`config.mk`:
```
export PLATFORM = sky130hd
export DESIGN_NAME = id_ex_stage
export DESIGN_NICKNAME = d
export VERILOG_FILES = /design/src/rtl/id_ex_stage.sv
export SDC_FILE = /design/constraint.sdc
export NUM_CORES = 1
export LEC_CHECK = 0
export CAP_MARGIN = 10
export CORE_AREA = 2 2 149 151
export CTS_BUF_LIST = sky130_fd_sc_hd__clkbuf_4
export DETAILED_ROUTE_END_ITERATION = 10
export DIE_AREA = 0 0 151 153
export PLACE_DENSITY_LB_ADDON = 0.12
export SLEW_MARGIN = 20
export SYNTH_ARGS = -nofsm -noshare
export SYNTH_HDL_FRONTEND = slang
export SYNTH_SLANG_ARGS = --single-unit
```
`constraint.sdc`:
```
create_clock -name clk -period 3.17 [get_ports clk]
set_input_delay 0.7925 -clock clk [delete_from_list [all_inputs] [get_ports clk]]
set_output_delay 0.7925 -clock clk [all_outputs]
set_load 0.02 [all_outputs]
```
`src/rtl/id_ex_stage.sv`:
```
// ID/EX pipeline register with immediate decode, operand select, hazard
// detection and (optionally) EX-stage operand forwarding.
//
// Build option: define ID_EX_FORWARD_EN to enable EX/MEM and MEM/WB forwarding
// with load-use bubble insertion. Left undefined, no forwarding is done and
// any RAW dependency on an in-flight writer stalls the decode stage.
//
// Ports:
//   clk, reset                     clock, synchronous active-high reset
//   if_valid_i/if_instr_i/if_pc_i  incoming instruction from fetch
//   id_ready_o                     incoming instruction accepted this edge
//   rs1_addr_o/rs2_addr_o          register-file read addresses
//   rs1_data_i/rs2_data_i          register-file read data
//   flush_i, ex_stall_i            taken-branch flush, downstream hold
//   exmem_*/memwb_*                later-stage writer info for hazards/forwarding
//   ex_valid_o .. store_data_o     ALU-facing entry and operands
module id_ex_stage #(
  parameter logic [31:0] NOP_INSTR = 32'h0000_0013
) (
  input  logic        clk,
  input  logic        reset,
  input  logic        if_valid_i,
  input  logic [31:0] if_instr_i,
  input  logic [31:0] if_pc_i,
  output logic        id_ready_o,
  output logic [4:0]  rs1_addr_o,
  output logic [4:0]  rs2_addr_o,
  input  logic [31:0] rs1_data_i,
  input  logic [31:0] rs2_data_i,
  input  logic        flush_i,
  input  logic        ex_stall_i,
  input  logic [4:0]  exmem_rd_i,
  input  logic        exmem_regwrite_i,
  input  logic        exmem_memread_i,
  input  logic [31:0] exmem_result_i,
  input  logic [4:0]  memwb_rd_i,
  input  logic        memwb_regwrite_i,
  input  logic [31:0] memwb_result_i,
  output logic        ex_valid_o,
  output logic [31:0] instr_o,
  output logic [31:0] pc_o,
  output logic [1:0]  sel_o,
  output logic [31:0] op1_o,
  output logic [31:0] op2_o,
  output logic [31:0] store_data_o
);

  localparam logic [6:0] OP_R      = 7'b0110011;
  localparam logic [6:0] OP_IMM    = 7'b0010011;
  localparam logic [6:0] OP_LOAD   = 7'b0000011;
  localparam logic [6:0] OP_STORE  = 7'b0100011;
  localparam logic [6:0] OP_BRANCH = 7'b1100011;
  localparam logic [6:0] OP_JALR   = 7'b1100111;
  localparam logic [6:0] OP_JAL    = 7'b1101111;
  localparam logic [6:0] OP_LUI    = 7'b0110111;
  localparam logic [6:0] OP_AUIPC  = 7'b0010111;

  // x0 is hardwired zero, so it never creates a dependency
  function automatic logic f_match(input logic [4:0] a, input logic [4:0] b);
    return (a != 5'd0) && (a == b);
  endfunction

  logic        r_valid;
  logic [31:0] r_instr;
  logic [31:0] r_pc;
  logic [1:0]  r_sel;
  logic [31:0] r_rs1_val;
  logic [31:0] r_rs2_val;
  logic [4:0]  r_rs1_addr;
  logic [4:0]  r_rs2_addr;
  logic [31:0] r_imm;
  logic [4:0]  r_rd;
  logic        r_load;

  logic [6:0]  w_opcode;
  logic [2:0]  w_funct3;
  logic [4:0]  w_rs1;
  logic [4:0]  w_rs2;
  logic [1:0]  w_sel;
  logic [31:0] w_imm;
  logic        w_use_rs1;
  logic        w_use_rs2;
  logic        w_has_rd;
  logic        w_is_load;
  logic [4:0]  w_rs1_chk;
  logic [4:0]  w_rs2_chk;
  logic        w_hazard;
  logic        w_bubble;
  logic        w_capture;
  logic [31:0] w_rs1_fwd;
  logic [31:0] w_rs2_fwd;

  assign w_opcode   = if_instr_i[6:0];
  assign w_funct3   = if_instr_i[14:12];
  assign w_rs1      = if_instr_i[19:15];
  assign w_rs2      = if_instr_i[24:20];
  assign rs1_addr_o = w_rs1;
  assign rs2_addr_o = w_rs2;

  // Decode: operand select, immediate and which register fields are live
  always_comb begin
    w_sel     = 2'b00;
    w_imm     = 32'd0;
    w_use_rs1 = 1'b1;
    w_use_rs2 = 1'b1;
    w_has_rd  = 1'b0;
    w_is_load = 1'b0;
    case (w_opcode)
      OP_R: begin
        w_has_rd = 1'b1;
      end
      OP_IMM: begin
        w_sel     = 2'b01;
        w_use_rs2 = 1'b0;
        w_has_rd  = 1'b1;
        // shift amounts live in [24:20] and are unsigned
        if (w_funct3 == 3'b001 || w_funct3 == 3'b101)
          w_imm = {27'd0, if_instr_i[24:20]};
        else
          w_imm = {{20{if_instr_i[31]}}, if_instr_i[31:20]};
      end
      OP_LOAD, OP_JALR: begin
        w_sel     = 2'b01;
        w_use_rs2 = 1'b0;
        w_has_rd  = 1'b1;
        w_is_load = (w_opcode == OP_LOAD);
        w_imm     = {{20{if_instr_i[31]}}, if_instr_i[31:20]};
      end
      OP_STORE: begin
        w_sel = 2'b01;
        w_imm = {{20{if_instr_i[31]}}, if_instr_i[31:25], if_instr_i[11:7]};
      end
      OP_BRANCH: begin
        w_sel = 2'b10;
        w_imm = {{19{if_instr_i[31]}}, if_instr_i[31], if_instr_i[7],
                 if_instr_i[30:25], if_instr_i[11:8], 1'b0};
      end
      OP_JAL: begin
        w_sel     = 2'b10;
        w_use_rs1 = 1'b0;
        w_use_rs2 = 1'b0;
        w_has_rd  = 1'b1;
        w_imm     = {{11{if_instr_i[31]}}, if_instr_i[31], if_instr_i[19:12],
                     if_instr_i[20], if_instr_i[30:21], 1'b0};
      end
      OP_LUI, OP_AUIPC: begin
        w_sel     = 2'b11;
        w_use_rs1 = 1'b0;
        w_use_rs2 = 1'b0;
        w_has_rd  = 1'b1;
        w_imm     = {12'd0, if_instr_i[31:12]};
      end
      default: begin
        // unknown opcodes read both registers like R-type, write nothing
      end
    endcase
  end

  // unused source fields are masked to x0 so they never match
  assign w_rs1_chk = w_use_rs1 ? w_rs1 : 5'd0;
  assign w_rs2_chk = w_use_rs2 ? w_rs2 : 5'd0;

`ifdef ID_EX_FORWARD_EN
  // Only a load directly ahead, or a load sitting in EX/MEM, cannot be forwarded
  assign w_hazard = if_valid_i & (
      (r_valid & r_load & (f_match(w_rs1_chk, r_rd) | f_match(w_rs2_chk, r_rd))) |
      (exmem_memread_i & (f_match(w_rs1_chk, exmem_rd_i) | f_match(w_rs2_chk, exmem_rd_i))));

  // EX/MEM has priority as the younger result; load data is never taken from EX/MEM
  always_comb begin
    w_rs1_fwd = r_rs1_val;
    w_rs2_fwd = r_rs2_val;
    if (exmem_regwrite_i && !exmem_memread_i && f_match(r_rs1_addr, exmem_rd_i))
      w_rs1_fwd = exmem_result_i;
    else if (memwb_regwrite_i && f_match(r_rs1_addr, memwb_rd_i))
      w_rs1_fwd = memwb_result_i;
    if (exmem_regwrite_i && !exmem_memread_i && f_match(r_rs2_addr, exmem_rd_i))
      w_rs2_fwd = exmem_result_i;
    else if (memwb_regwrite_i && f_match(r_rs2_addr, memwb_rd_i))
      w_rs2_fwd = memwb_result_i;
  end
`else
  logic [4:0] w_ex_rd;
  logic [4:0] w_exmem_rd;
  logic [4:0] w_memwb_rd;
  logic       w_unused;

  // Without forwarding, wait until every in-flight writer of a source has retired
  assign w_ex_rd    = r_valid ? r_rd : 5'd0;
  assign w_exmem_rd = (exmem_regwrite_i | exmem_memread_i) ? exmem_rd_i : 5'd0;
  assign w_memwb_rd = memwb_regwrite_i ? memwb_rd_i : 5'd0;
  assign w_hazard = if_valid_i & (
      f_match(w_rs1_chk, w_ex_rd)    | f_match(w_rs2_chk, w_ex_rd)    |
      f_match(w_rs1_chk, w_exmem_rd) | f_match(w_rs2_chk, w_exmem_rd) |
      f_match(w_rs1_chk, w_memwb_rd) | f_match(w_rs2_chk, w_memwb_rd));

  assign w_rs1_fwd = r_rs1_val;
  assign w_rs2_fwd = r_rs2_val;
  assign w_unused  = ^{exmem_result_i, memwb_result_i, r_load, r_rs1_addr, r_rs2_addr};
`endif

  assign id_ready_o = flush_i | (~ex_stall_i & ~w_hazard);
  assign w_bubble   = reset | flush_i | (~ex_stall_i & (w_hazard | ~if_valid_i));
  assign w_capture  = ~reset & ~flush_i & ~ex_stall_i & ~w_hazard & if_valid_i;

  // Pipeline register: bubble, capture, or hold when stalled
  always_ff @(posedge clk) begin
    if (w_bubble) begin
      r_valid    <= 1'b0;
      r_instr    <= NOP_INSTR;
      r_pc       <= 32'd0;
      r_sel      <= 2'b01;
      r_rs1_val  <= 32'd0;
      r_rs2_val  <= 32'd0;
      r_rs1_addr <= 5'd0;
      r_rs2_addr <= 5'd0;
      r_imm      <= 32'd0;
      r_rd       <= 5'd0;
      r_load     <= 1'b0;
    end else if (w_capture) begin
      r_valid    <= 1'b1;
      r_instr    <= if_instr_i;
      r_pc       <= if_pc_i;
      r_sel      <= w_sel;
      r_rs1_val  <= w_use_rs1 ? rs1_data_i : 32'd0;
      r_rs2_val  <= w_use_rs2 ? rs2_data_i : 32'd0;
      r_rs1_addr <= w_rs1_chk;
      r_rs2_addr <= w_rs2_chk;
      r_imm      <= w_imm;
      r_rd       <= w_has_rd ? if_instr_i[11:7] : 5'd0;
      r_load     <= w_is_load;
    end
  end

  assign ex_valid_o   = r_valid;
  assign instr_o      = r_instr;
  assign pc_o         = r_pc;
  assign sel_o        = r_sel;
  assign store_data_o = w_rs2_fwd;

  // Operand mux: 00 rs1/rs2, 01 rs1/imm, 10 pc/imm, 11 zero/imm
  always_comb begin
    op1_o = w_rs1_fwd;
    op2_o = r_imm;
    case (r_sel)
      2'b00:   op2_o = w_rs2_fwd;
      2'b10:   op1_o = r_pc;
      2'b11:   op1_o = 32'd0;
      default: op1_o = w_rs1_fwd;
    endcase
  end

endmodule

```
# After elaboration in Yosys (flattened, before gate mapping)
# Index checks and enable logic that the tools add are counted.
[totals] reg_bits=168 wordCells=80
[classes] n_eq_ne=19 muxes=14 n_bitwise=22 n_reduce_logical=17
[ops] cell="32-bit one-hot mux with 6 select lines" count=1
[ops] cell="32-bit two-way mux" count=4
[ops] cell="32-bit one-hot mux with 2 select lines" count=1
[ops] cell="5-bit == test" count=6
[ops] cell="5-bit two-way mux" count=6
[ops] cell="7-bit by 6-bit == test with 1-bit output, second input constant" count=3
[ops] cell="7-bit == test, second input constant" count=3
[ops] cell="7-bit by 5-bit == test with 1-bit output, second input constant" count=2
[ops] cell="1-bit OR" count=10
[ops] cell="5-bit nonzero test" count=2
[ops] cell="1-bit bitwise AND" count=7
[ops] cell="7-bit by 2-bit == test with 1-bit output, second input constant" count=1
[ops] cell="7-bit OR reduction" count=1
[ops] cell="1-bit logical AND" count=6
[ops] cell="2-bit one-hot mux with 3 select lines" count=1
[ops] cell="2-bit OR reduction" count=3
[ops] cell="6-bit OR reduction" count=1
[ops] cell="1-bit inverter" count=5
[ops] cell="2-bit == test, second input constant" count=2
[ops] cell="4-bit OR reduction" count=1
[ops] cell="3-bit by 1-bit == test with 1-bit output, second input constant" count=1
[ops] cell="3-bit == test, second input constant" count=1
[ops] cell="3-bit OR reduction" count=1
[ops] cell="2-bit zero test" count=1
[ops] cell="other kinds (2)" count=2

# Logic depth before layout (Yosys ltp)
# Gate-level depths: netlist (run 1).
[depth] word_depth=14 depth_mapped=11

# Least setup slack after synthesis (run 1)
# Ideal clock, no wire load.
[synth_path] path_kind="in2out" from="in if_instr_i[2]" to="out id_ready_o" arrival_time_ns=2.253 required_time_ns=2.378 setup_slack_ns=0.125 cell_stages=7 n_path_buf=0 cell_sequence="or4_4 a31oi_4 a31oi_1 o211ai_1 nand4_1 o21ai_0 a21o_1"
[synth_between] elab_chain_len=14
[synth_lines] element="start: declaration" line_no="23" rtl="input logic [31:0] if_instr_i,"
[synth_lines] element="7-bit by 2-bit == test with 1-bit output, or another cell as far along" line_no="108" rtl="case (w_opcode)"
[synth_lines] element="6-bit OR reduction (no line) / 3-bit OR reduction (equally long branches)"
[synth_lines] element="5-bit two-way mux (on tied branches)" line_no="161, 160"
[synth_lines] element="5-bit == test / 5-bit nonzero test (equally long branches)" line_no="60" rtl="return (a != 5'd0) && (a == b);"
[synth_lines] element="1-bit logical AND" line_no="60"
[synth_lines] element="1-bit OR (2 in series)" line_no="193" rtl="f_match(w_rs1_chk, w_ex_rd) | f_match(w_rs2_chk, w_ex_rd) |"
[synth_lines] element="1-bit OR (2 in series)" line_no="194" rtl="f_match(w_rs1_chk, w_exmem_rd) | f_match(w_rs2_chk, w_exmem_rd) |"
[synth_lines] element="1-bit OR *" line_no="195" rtl="f_match(w_rs1_chk, w_memwb_rd) | f_match(w_rs2_chk, w_memwb_rd));"
[synth_lines] element="1-bit bitwise AND *" line_no="192" rtl="assign w_hazard = if_valid_i & ("
[synth_lines] element="1-bit inverter *" line_no="202" rtl="assign id_ready_o = flush_i | (~ex_stall_i & ~w_hazard);"
[synth_lines] element="1-bit bitwise AND *" line_no="202"
[synth_lines] element="1-bit OR *" line_no="202"
[synth_lines] element="end: declaration" line_no="25" rtl="output logic id_ready_o,"
# Mark *: on every way between the ends. The rest lies on a longest branch, timed or not.

# Worst setup path after layout (run 1)
[layout_path] from="in exmem_regwrite_i" to="out id_ready_o"
[layout_between] elab_chain_len=12
[layout_lines] element="start: declaration" line_no="33" rtl="input logic exmem_regwrite_i,"
[layout_lines] element="1-bit OR *" line_no="190" rtl="assign w_exmem_rd = (exmem_regwrite_i | exmem_memread_i) ? exmem_rd_i : 5'd0;"
[layout_lines] element="5-bit two-way mux *" line_no="190"
[layout_lines] element="5-bit == test" line_no="60"
[layout_lines] element="1-bit logical AND" line_no="60"
[layout_lines] element="1-bit OR" line_no="193"
[layout_lines] element="1-bit OR * (2 in series)" line_no="194"
[layout_lines] element="1-bit OR *" line_no="195"
[layout_lines] element="1-bit bitwise AND *" line_no="192"
[layout_lines] element="1-bit inverter *" line_no="202"
[layout_lines] element="1-bit bitwise AND *" line_no="202"
[layout_lines] element="1-bit OR *" line_no="202"
# Marked as above.

==> impl_results.md, run 1 <==
- Synth top area share: 38.76%
- Largest net degree at the start of global routing: 95
- Most used DFF post-synth: dfxtp_1
- # DRC: 0
- I/O pin total: 384
- Clock Tree Buf Depth: 2
- Clock root buffer: clkbuf_4
- Worst r2r src: ex_valid_o
- Worst-margin pin slew: 0.7863 ns
- DIE WIDTH: 151 µm
- Worst hold path class: reg2reg
- Rows: 54
- Critical path launch point type: input pin
- Worst-path cell chain: dlygate4sd2_1 -> or2_4 -> a211o_1 -> a32oi_2 -> a22o_1 -> o21ai_1 -> a21o_1 -> buf_6
- Max VDD drop: 199.0 µV
- Gr ovfl total: 0
- Clock share of power: 32.6%
- Unrepaired setup endpoints after global routing: yes
- Via count: 9,262
- Synth Register Bits: 157
- Peak Freq: 0.3089 GHz
- Crit Path Class: in2out
- Overall Global Routing Usage: 26.27%
- Combinational share of power: 21.1%
- Fin. max-slew vios: 0
- CTS buffer count: 17
- Leak: 0.004591 µW
- Post-route clock period utilization: 102.1%
- Status: finished with violations
- Final Hold Viols: 0
- R2R Path End: r_rs1_val[16]
- Reg-to-reg slack, setup: 0.65 ns
- Post-synth EDFFs: 0
- CP Depth: 8
- Die H: 153 µm
- H-tree depth: 4
- Cell variety after synth: 57
- Syn_nets: 1,256
- Vias/cell: 5.487
- Post-synth top area cell: dfxtp_1
- Power Density: 339.8 nW/µm²
- Detailed Route Iter0 Violations: 566
- Worst-Skew Late Latency: 0.56 ns
- Fillcell total: 2,047
- Total Wirelength: 31.35 mm
- Tmin final: 3.238 ns
- Setup violators final: 1
- Setup ws final: -0.06757 ns
- CP max stage delay: 0.30 ns
- ANT nets after route: 0
- Cell Int Power: 3088 µW
- Top cell family by delay on the critical path: compound AO/OA/AOI/OAI gates
- Sequential share of power: 46.3%
- Synth Instances: 1,046
- Synth area leaders: dfxtp_1, a21oi_1, o21ai_0
- Layout cells sized above 1: 16.37%
- Nets: 1,603
- Setup crit start: exmem_regwrite_i
- Crit Path Max Fanout: 4
- Input/output buffers: 319
- Pre-CTS worst setup slack: -0.9164 ns
- Layout area overhead: 57.91%
- CTS tree: done
- Dpl hpwl: 22.68 mm
- FFs w/ async S/R, synth: 0%
- Initial antenna violation count: 2
- CP endpoint: id_ready_o
- Vias in the first global route: 8,820
- Slowest CP cell: a211o_1
- Switch share: 29.02%
- Post-layout util: 59.60%
- Final Wtd Congestion: 0.9013
- First-pass GRT wire length: 48.01 mm
- DR pass1 iterations: 5
- CTS sink count: 157
- Starting Density: 37.74%
- Req. time, crit path: 2.38 ns
- Routed len/inst: 18.57 µm
- Area of the core: 21,490 µm²
- Failing checks: setup timing
- Worst path arrival time: 2.45 ns
- Critical path buffer and inverter count: 2
- Worst reg2reg path depth: 11
- Crit. End Element: output port
- Relative slew slack: 47.18%
- Worst Skew: 0.02062 ns
- Psw: 1263 µW
- Max-cap viol count: 0
- Register area share after synthesis: 38.76%
- Avg Inst Size Synth: 7.752 µm²
- Die footprint: 23,100 µm²
- Cell Area, Synth: 8109 µm²
- Yosys warnings: 0
- CTS clk-pin slew, worst paths: 0.14 ns
[sequential cells by signal (all words and copies together) (netlist names)]
register / cells
instr_o: 32
pc_o: 32
r_rs1_val: 32
store_data_o: 32
r_imm: 21
r_rd: 5
sel_o: 2
ex_valid_o: 1
[worst min-delay path by stage]
stage / from / slack, ns / to / depth (start not counted)
after floorplan: r_rs1_val[11] / 0.44 / r_rs1_val[11] / 2
after global placement: instr_o[14] / 0.44 / instr_o[14] / 2
after detailed placement: instr_o[14] / 0.45 / instr_o[14] / 2
after CTS: if_instr_i[3] / 0.43 / instr_o[3] / 3
after global routing: if_instr_i[3] / 0.44 / instr_o[3] / 3
final: instr_o[2] / 0.46 / instr_o[2] / 2
[worst reg2reg max path: cells and delay by family (launching register included)]
kind            cells  cell delay (ns)
compound gates      5             1.01
buf+inv             4             0.90
flops               1             0.38
simple gates        2             0.16
[cell usage after synthesis (2+ instances only)]
cell type	count
o211ai_1	2
and4b_1	2
nor4bb_1	2
buf_2	13
a21o_1	13
a22o_1	2
a211oi_1	22
a21oi_1	159
buf_1	6
nand4_1	45
a31oi_1	5
xor2_1	3
a221oi_1	10
and3_1	5
nand2_1	106
xnor2_1	12
nand3_1	65
a222oi_1	4
inv_1	37
o22ai_1	4
nand3b_1	7
nor3_1	6
o21ai_0	120
or2_2	3
mux2_2	21
clkbuf_1	75
buf_4	26
nor2_1	25
a32oi_1	6
nor4_1	2
dfxtp_1	157
o21ai_1	4
nor2b_1	11
a22oi_1	8
nand4b_1	36
[layer usage]
layer	share of wire [%]	track usage, %	up-vias	wire, µm
met2	47	43.25	338	14770
met3	7.4	6.627	46	2307
met5	0	0	-	0
met4	2.2	8.055	0	689
met1	43	33.74	4383	13590
li1	-	-	4495	-
[power groups by stage]
stage / clock (µW) / sequential [µW] / combinational [µW]
6_report: 1420 / 2020 / 919
4_1_cts: 1460 / 2020 / 912
3_5_place_dp: 0 / 2060 / 899
3_3_place_gp: 0 / 2060 / 899
5_1_grt: 1540 / 2020 / 980
2_1_floorplan: 0 / 2080 / 360
[cells in the final DEF, fill, tap and decap left out, types with 4 or more instances in the layout]
cell type / synthesis / layout
a211oi_1: 22 / 21
a21o_1: 13 / 13
a21oi_1: 159 / 159
a221oi_1: 10 / 9
a222oi_1: 4 / 4
a22oi_1: 8 / 8
a31oi_1: 5 / 4
a32oi_1: 6 / 4
and3_1: 5 / 5
buf_12: 0 / 18
buf_4: 26 / 105
buf_6: 0 / 9
bufinv_16: 0 / 4
clkbuf_4: 0 / 18
clkdlybuf4s50_1: 0 / 277
dfxtp_1: 157 / 155
dlygate4sd2_1: 0 / 18
dlymetal6s2s_1: 0 / 13
inv_1: 37 / 37
mux2_2: 21 / 21
nand2_1: 106 / 103
nand3_1: 65 / 65
nand3b_1: 7 / 7
nand4_1: 45 / 45
nand4b_1: 36 / 36
nor2_1: 25 / 21
nor2b_1: 11 / 6
nor3_1: 6 / 6
o21ai_0: 120 / 116
o21ai_1: 4 / 7
xnor2_1: 12 / 11
[layout make-up]
cell class	count	area, µm²	area share (%)
antenna	3	7.507	0.05863
clock buffer	18	135.1	1.055
clock inverter	13	188.9	1.475
inverter	38	142.6	1.114
multi-input combinational	731	4436	34.64
sequential	157	3146	24.57
tap	280	350.3	2.736
timing repair buffer	448	4399	34.36
[cell families after synthesis]
group	count (synthesis)	share of synthesized area (%)
AO/OA/AOI/OAI	370	26.25
XOR/XNOR	15	1.620
buffers and inverters	158	8.718
flip-flops	157	38.76
multiplexers	21	2.916
AND/OR/NAND/NOR	325	21.74
[per-stage QoR]
step | setup TNS (ns) | power (µW) | hold slack, ns | cells | area [µm²]
finish | -0.06757 | 4351 | 0.4628 | 1688 | 12800
floorplan | 0 | 2440 | 0.4363 | 1046 | 8109
global route | -0.1721 | 4537 | 0.4379 | 1686 | 12800
CTS | -0.08274 | 4384 | 0.4255 | 1684 | 12710
global placement | -64.46 | 2957 | 0.4430 | 1648 | 12270
detailed placement | -72.84 | 2958 | 0.4485 | 1648 | 12270
[timing repair]
item                                    in CTS  in global routing
endpoints found under the setup margin       1                 39
gates resized for setup                     76                 31
buffers inserted                             5                  1
cloned                                       0                  0
pin swaps                                   17                 14
hold buffers                                 0                  0
(Power assumes the default switching activity.)
==> inputs of run 2 (changes only) <==
--- a/config.mk
+++ b/config.mk
@@ -8,8 +8,10 @@
 export CAP_MARGIN = 10
 export CORE_AREA = 2 2 149 151
 export CTS_BUF_LIST = sky130_fd_sc_hd__clkbuf_4
+export CTS_CLUSTER_DIAMETER = 100
 export DETAILED_ROUTE_END_ITERATION = 10
 export DIE_AREA = 0 0 151 153
+export GPL_ROUTABILITY_DRIVEN = 0
 export PLACE_DENSITY_LB_ADDON = 0.12
 export SLEW_MARGIN = 20
 export SYNTH_ARGS = -nofsm -noshare
==> impl_results.md, run 2 (synthesized netlist as in run 1, its figures left out) <==
- Via count: 9,494
- Worst path arrival time: 2.40 ns
- Wire length on met2: 15.21 mm
- CTS clk-pin slew, worst paths: 0.14 ns
- Initial antenna violation count: 3
- Fin. max-slew vios: 0
- Detailed Route Iter0 Violations: 685
- Vias in the first global route: 8,764
- Routed len/inst: 19.07 µm
- Crit Path Class: in2out
- Met1 WL: 13.83 mm
- Tmin final: 3.196 ns
- Peak Freq: 0.3129 GHz
- Commonest non-fill, non-tap cell in the layout: clkdlybuf4s50_1
- Die H: 153 µm
- Finished Cell Area: 13,050 µm²
- Unrepaired setup endpoints after global routing: yes
- Relative slew slack: 46.55%
- Most frequent cells in the layout: clkdlybuf4s50_1, a21oi_1, dfxtp_1, o21ai_0, buf_4
- Layout area overhead: 60.93%
- Total Wirelength: 32.46 mm
- Placed Cells incl. Taps: 1,633
- Final Hold Viols: 0
- Status: finished with violations
- Max-cap viol count: 0
- H-tree depth: 4
- Largest net degree at the start of global routing: 64
- Layout cells sized above 1: 18.37%
- Critical path launch point type: input pin
- Crit. End Element: output port
- Failing checks: setup timing
- CTS buffer count: 17
- Final Power: 4208 µW
- Setup ws final: -0.02584 ns
- Crit Path Max Fanout: 5
- Overall Global Routing Usage: 26.43%
- ANT nets after route: 0
- Clock root buffer: clkbuf_4
- Non-Filler Instances: 1,702
- Die footprint: 23,100 µm²
- Leak: 0.004987 µW
- Met3 Wirelength: 2.696 mm
- Worst hold path class: reg2reg
- Worst-Skew Late Latency: 0.57 ns
- Req. time, crit path: 2.38 ns
- # DRC: 0
- Power Density: 322.4 nW/µm²
- Worst Skew: 0.02359 ns
- Clock Tree Buf Depth: 2
- DIE WIDTH: 151 µm
- First-pass GRT wire length: 48.61 mm
- DR pass1 iterations: 7
- Area of the core: 21,490 µm²
- Max VDD drop: 209.1 µV
- DP Area: 12,070 µm²
- CTS tree: done
- I/O pin total: 384
- Vias/cell: 5.578
- Starting Density: 37.74%
- Gr ovfl total: 0
- Dpl hpwl: 21.59 mm
- Nets: 1,618
- Rows: 54
- Post-route clock period utilization: 100.8%
- Max layer used: met5
- Worst-margin pin slew: 0.8018 ns
- CTS sink count: 157
- Reg-to-reg slack, setup: 0.65 ns
- Setup violators final: 1
- Input/output buffers: 319
## run 2: cell count changes in the layout (fill, tap and decap cells not counted), sizes merged
cell / change
clkdlybuf4s15: +1
inv: +6
diode: -2
buf: +12
dlygate4sd2: +2
clkinvlp: -2
clkbuf: +7
clkdlybuf4s50: -22
dlymetal6s2s: +14
clkinv: +2
bufinv: -4
## run 2: what timing repair did
| item | in CTS | in global routing |
|---|---|---|
| pin swaps | 24 | 18 |
| setup endpoints to repair | 34 | 164 |
| setup buffers | 23 | 7 |
| resized for setup | 92 | 74 |
| hold buffers | 0 | 0 |
| gates cloned | 3 | 4 |
## run 2: cell type report
class,instances,area [µm²]
Timing Repair Buffer,463,4652
Fill cell,1974,8436
Clock buffer,17,127.6
Clock inverter,15,147.6
Tap cell,280,350.3
Sequential cell,157,3146
Multi-Input combinational cell,731,4482
Antenna cell,1,2.502
Inverter,38,142.6
## run 2: final timing paths
path	from	depth (start not counted)	end
setup reg to reg	r_rd[3]	12	r_imm[1]
hold / removal	instr_o[15]	2	instr_o[15]
setup / recovery	if_instr_i[17]	11	id_ready_o
hold reg to reg	instr_o[15]	2	instr_o[15]
## run 2: worst max-delay path: stages
cell	delay, ns
clkdlybuf4s15_1	0.20
buf_6	0.14
buf_4	0.14
nor2_4	0.10
nand2_2	0.07
a2111oi_4	0.38
nand2_1	0.10
nand4_1	0.11
o21ai_1	0.06
a21o_1	0.19
buf_6	0.13
## run 2: power by group
group / internal (µW) / switching, µW
Clock: 354 / 871
Sequential: 2000 / 16.7
Combinational: 475 / 491
Total: 2830 / 1380
## run 2: layer usage
metal,vias to the layer above,track usage (%)
met5,-,0
met3,52,6.149
li1,4518,-
met4,2,7.521
met2,422,41.97
met1,4500,35.84
## run 2: metrics by stage
stage	utilization [%]	TNS [ns]	hold slack, ns	setup slack (ns)
2_1_floorplan	-	0	0.4363	0.1248
3_3_place_gp	56.17	-55.79	0.4417	-0.8367
3_5_place_dp	56.17	-70.30	0.4466	-0.9116
4_1_cts	59.26	-0.05688	0.4650	-0.05088
5_1_grt	60.74	-0.1204	0.4799	-0.1204
6_report	60.74	-0.02584	0.4644	-0.02584
==> inputs of run 3 (changes only) <==
--- a/config.mk
+++ b/config.mk
@@ -13,6 +13,7 @@
 export DIE_AREA = 0 0 151 153
 export GPL_ROUTABILITY_DRIVEN = 0
 export PLACE_DENSITY_LB_ADDON = 0.12
+export SKIP_CTS_REPAIR_TIMING = 1
 export SLEW_MARGIN = 20
 export SYNTH_ARGS = -nofsm -noshare
 export SYNTH_HDL_FRONTEND = slang
==> impl_results.md, run 3 (synthesized netlist as in run 1, its figures left out) <==
- Overall Global Routing Usage: 25.76%
- Setup violators final: 1
- CTS sink count: 157
- Status: finished with violations
- Peak Freq: 0.3061 GHz
- Worst path arrival time: 2.47 ns
- Req. time, crit path: 2.38 ns
- Rows: 54
- First-pass GRT wire length: 47.40 mm
- Worst path most repeated cell: nand2_1
- Post-route clock period utilization: 103.0%
- Worst hold start: instr_o[15]
- Max VDD drop: 197.4 µV
- Commonest non-fill, non-tap cell in the layout: clkdlybuf4s50_1
- Most frequent cells in the layout: clkdlybuf4s50_1, a21oi_1, dfxtp_1, o21ai_0, nand2_1
- DIE WIDTH: 151 µm
- Slowest CP cell: clkdlybuf4s50_1
- Reg-to-reg slack, setup: 0.69 ns
- Placed Cells incl. Taps: 1,633
- Starting Density: 37.74%
- Critical path launch point type: input pin
- H-tree depth: 4
- Largest net degree at the start of global routing: 64
- Nets: 1,591
- Worst-Skew Late Latency: 0.58 ns
- Area of the core: 21,490 µm²
- Pre-CTS worst setup slack: -0.9116 ns
- # DRC: 0
- Worst-path cell chain: clkdlybuf4s50_1 -> nand2_1 -> xnor2_2 -> a2111oi_4 -> nand2_1 -> nand4_1 -> o21ai_1 -> a21o_1 -> buf_6
- Relative slew slack: 47.51%
- Crit Path Class: in2out
- CP endpoint: id_ready_o
- Worst-margin pin slew: 0.7813 ns
- I/O pin total: 384
- Layout cells sized above 1: 15.35%
- Setup ws final: -0.09641 ns
- Critical path buffer and inverter count: 2
- Worst hold path class: reg2reg
- Final Hold Viols: 0
- Unrepaired setup endpoints after global routing: yes
- Vias in the first global route: 8,567
- DR pass1 iterations: 5
- CTS clk-pin slew, worst paths: 0.14 ns
- Hold path depth: 2
- ANT nets after route: 0
- Initial antenna violation count: 3
- Clock Tree Buf Depth: 2
- Layout area overhead: 57.03%
- CP Depth: 9
- Worst reg2reg path depth: 10
- Die footprint: 23,100 µm²
- CP max stage delay: 0.49 ns
- Setup crit start: memwb_rd_i[3]
- Input/output buffers: 319
- Non-Filler Instances: 1,675
- Vias/cell: 5.537
- Fin. max-slew vios: 0
- Total Wirelength: 31.12 mm
- CTS tree: done
- Gr ovfl total: 0
- Power Density: 323.7 nW/µm²
- Top cell family by delay on the critical path: buffers and inverters
- Via count: 9,275
- Routed len/inst: 18.58 µm
- Worst r2r src: ex_valid_o
- Dpl hpwl: 21.59 mm
- Die H: 153 µm
- Max-cap viol count: 0
- Final Power: 4122 µW
- R2R Path End: instr_o[9]
- Crit. End Element: output port
- Worst Skew: 0.02365 ns
- Failing checks: setup timing
- Tmin final: 3.266 ns
- Clock root buffer: clkbuf_4
- CTS buffer count: 17
- Leak: 0.005066 µW
- Crit Path Max Fanout: 2
- Detailed Route Iter0 Violations: 639
run 3: through the flow:
stage	utilization, %	cell area (µm²)	hold slack (ns)	setup TNS [ns]
final	59.27	12730	0.4640	-0.09641
after global routing	59.27	12730	0.4799	-0.1912
after detailed placement	56.17	12070	0.4466	-70.30
after CTS	57.45	12340	0.4650	-2.565
after global placement	56.17	12070	0.4417	-55.79
after floorplan	-	8109	0.4363	0
run 3: metal layers:
layer	up-vias	global-route usage (%)	routed length [µm]
li1	4457	-	-
met1	4376	34.56	13520
met2	387	41.00	14240
met3	55	6.388	2546
met4	0	7.432	805
met5	-	0	0
run 3: how the worst min path moves through the flow:
stage,endpoint
2_1_floorplan,r_rs1_val[11]
3_3_place_gp,instr_o[17]
3_5_place_dp,instr_o[30]
4_1_cts,instr_o[15]
5_1_grt,instr_o[30]
6_report,instr_o[15]
run 3: report_power, final:
| part | leakage [µW] | switching (µW) | internal (µW) | total (µW) |
|---|---|---|---|---|
| logic | 0.00365 | 462 | 421 | 884 |
| registers | 0.00127 | 16.7 | 2000 | 2020 |
| clock network | 0.000147 | 868 | 354 | 1220 |
run 3: worst min-delay path: stages (launching register included):
cell and delay [ns]:
dfxtp_1 0.34, nand2_1 0.05, a21oi_1 0.05
run 3: layout make-up:
class | count | area, µm²
Inverter | 38 | 142.6
Fill cell | 2002 | 8752
Antenna cell | 1 | 2.502
Multi-Input combinational cell | 731 | 4458
Clock inverter | 15 | 147.6
Tap cell | 280 | 350.3
Clock buffer | 17 | 127.6
Timing Repair Buffer | 436 | 4360
Sequential cell | 157 | 3144
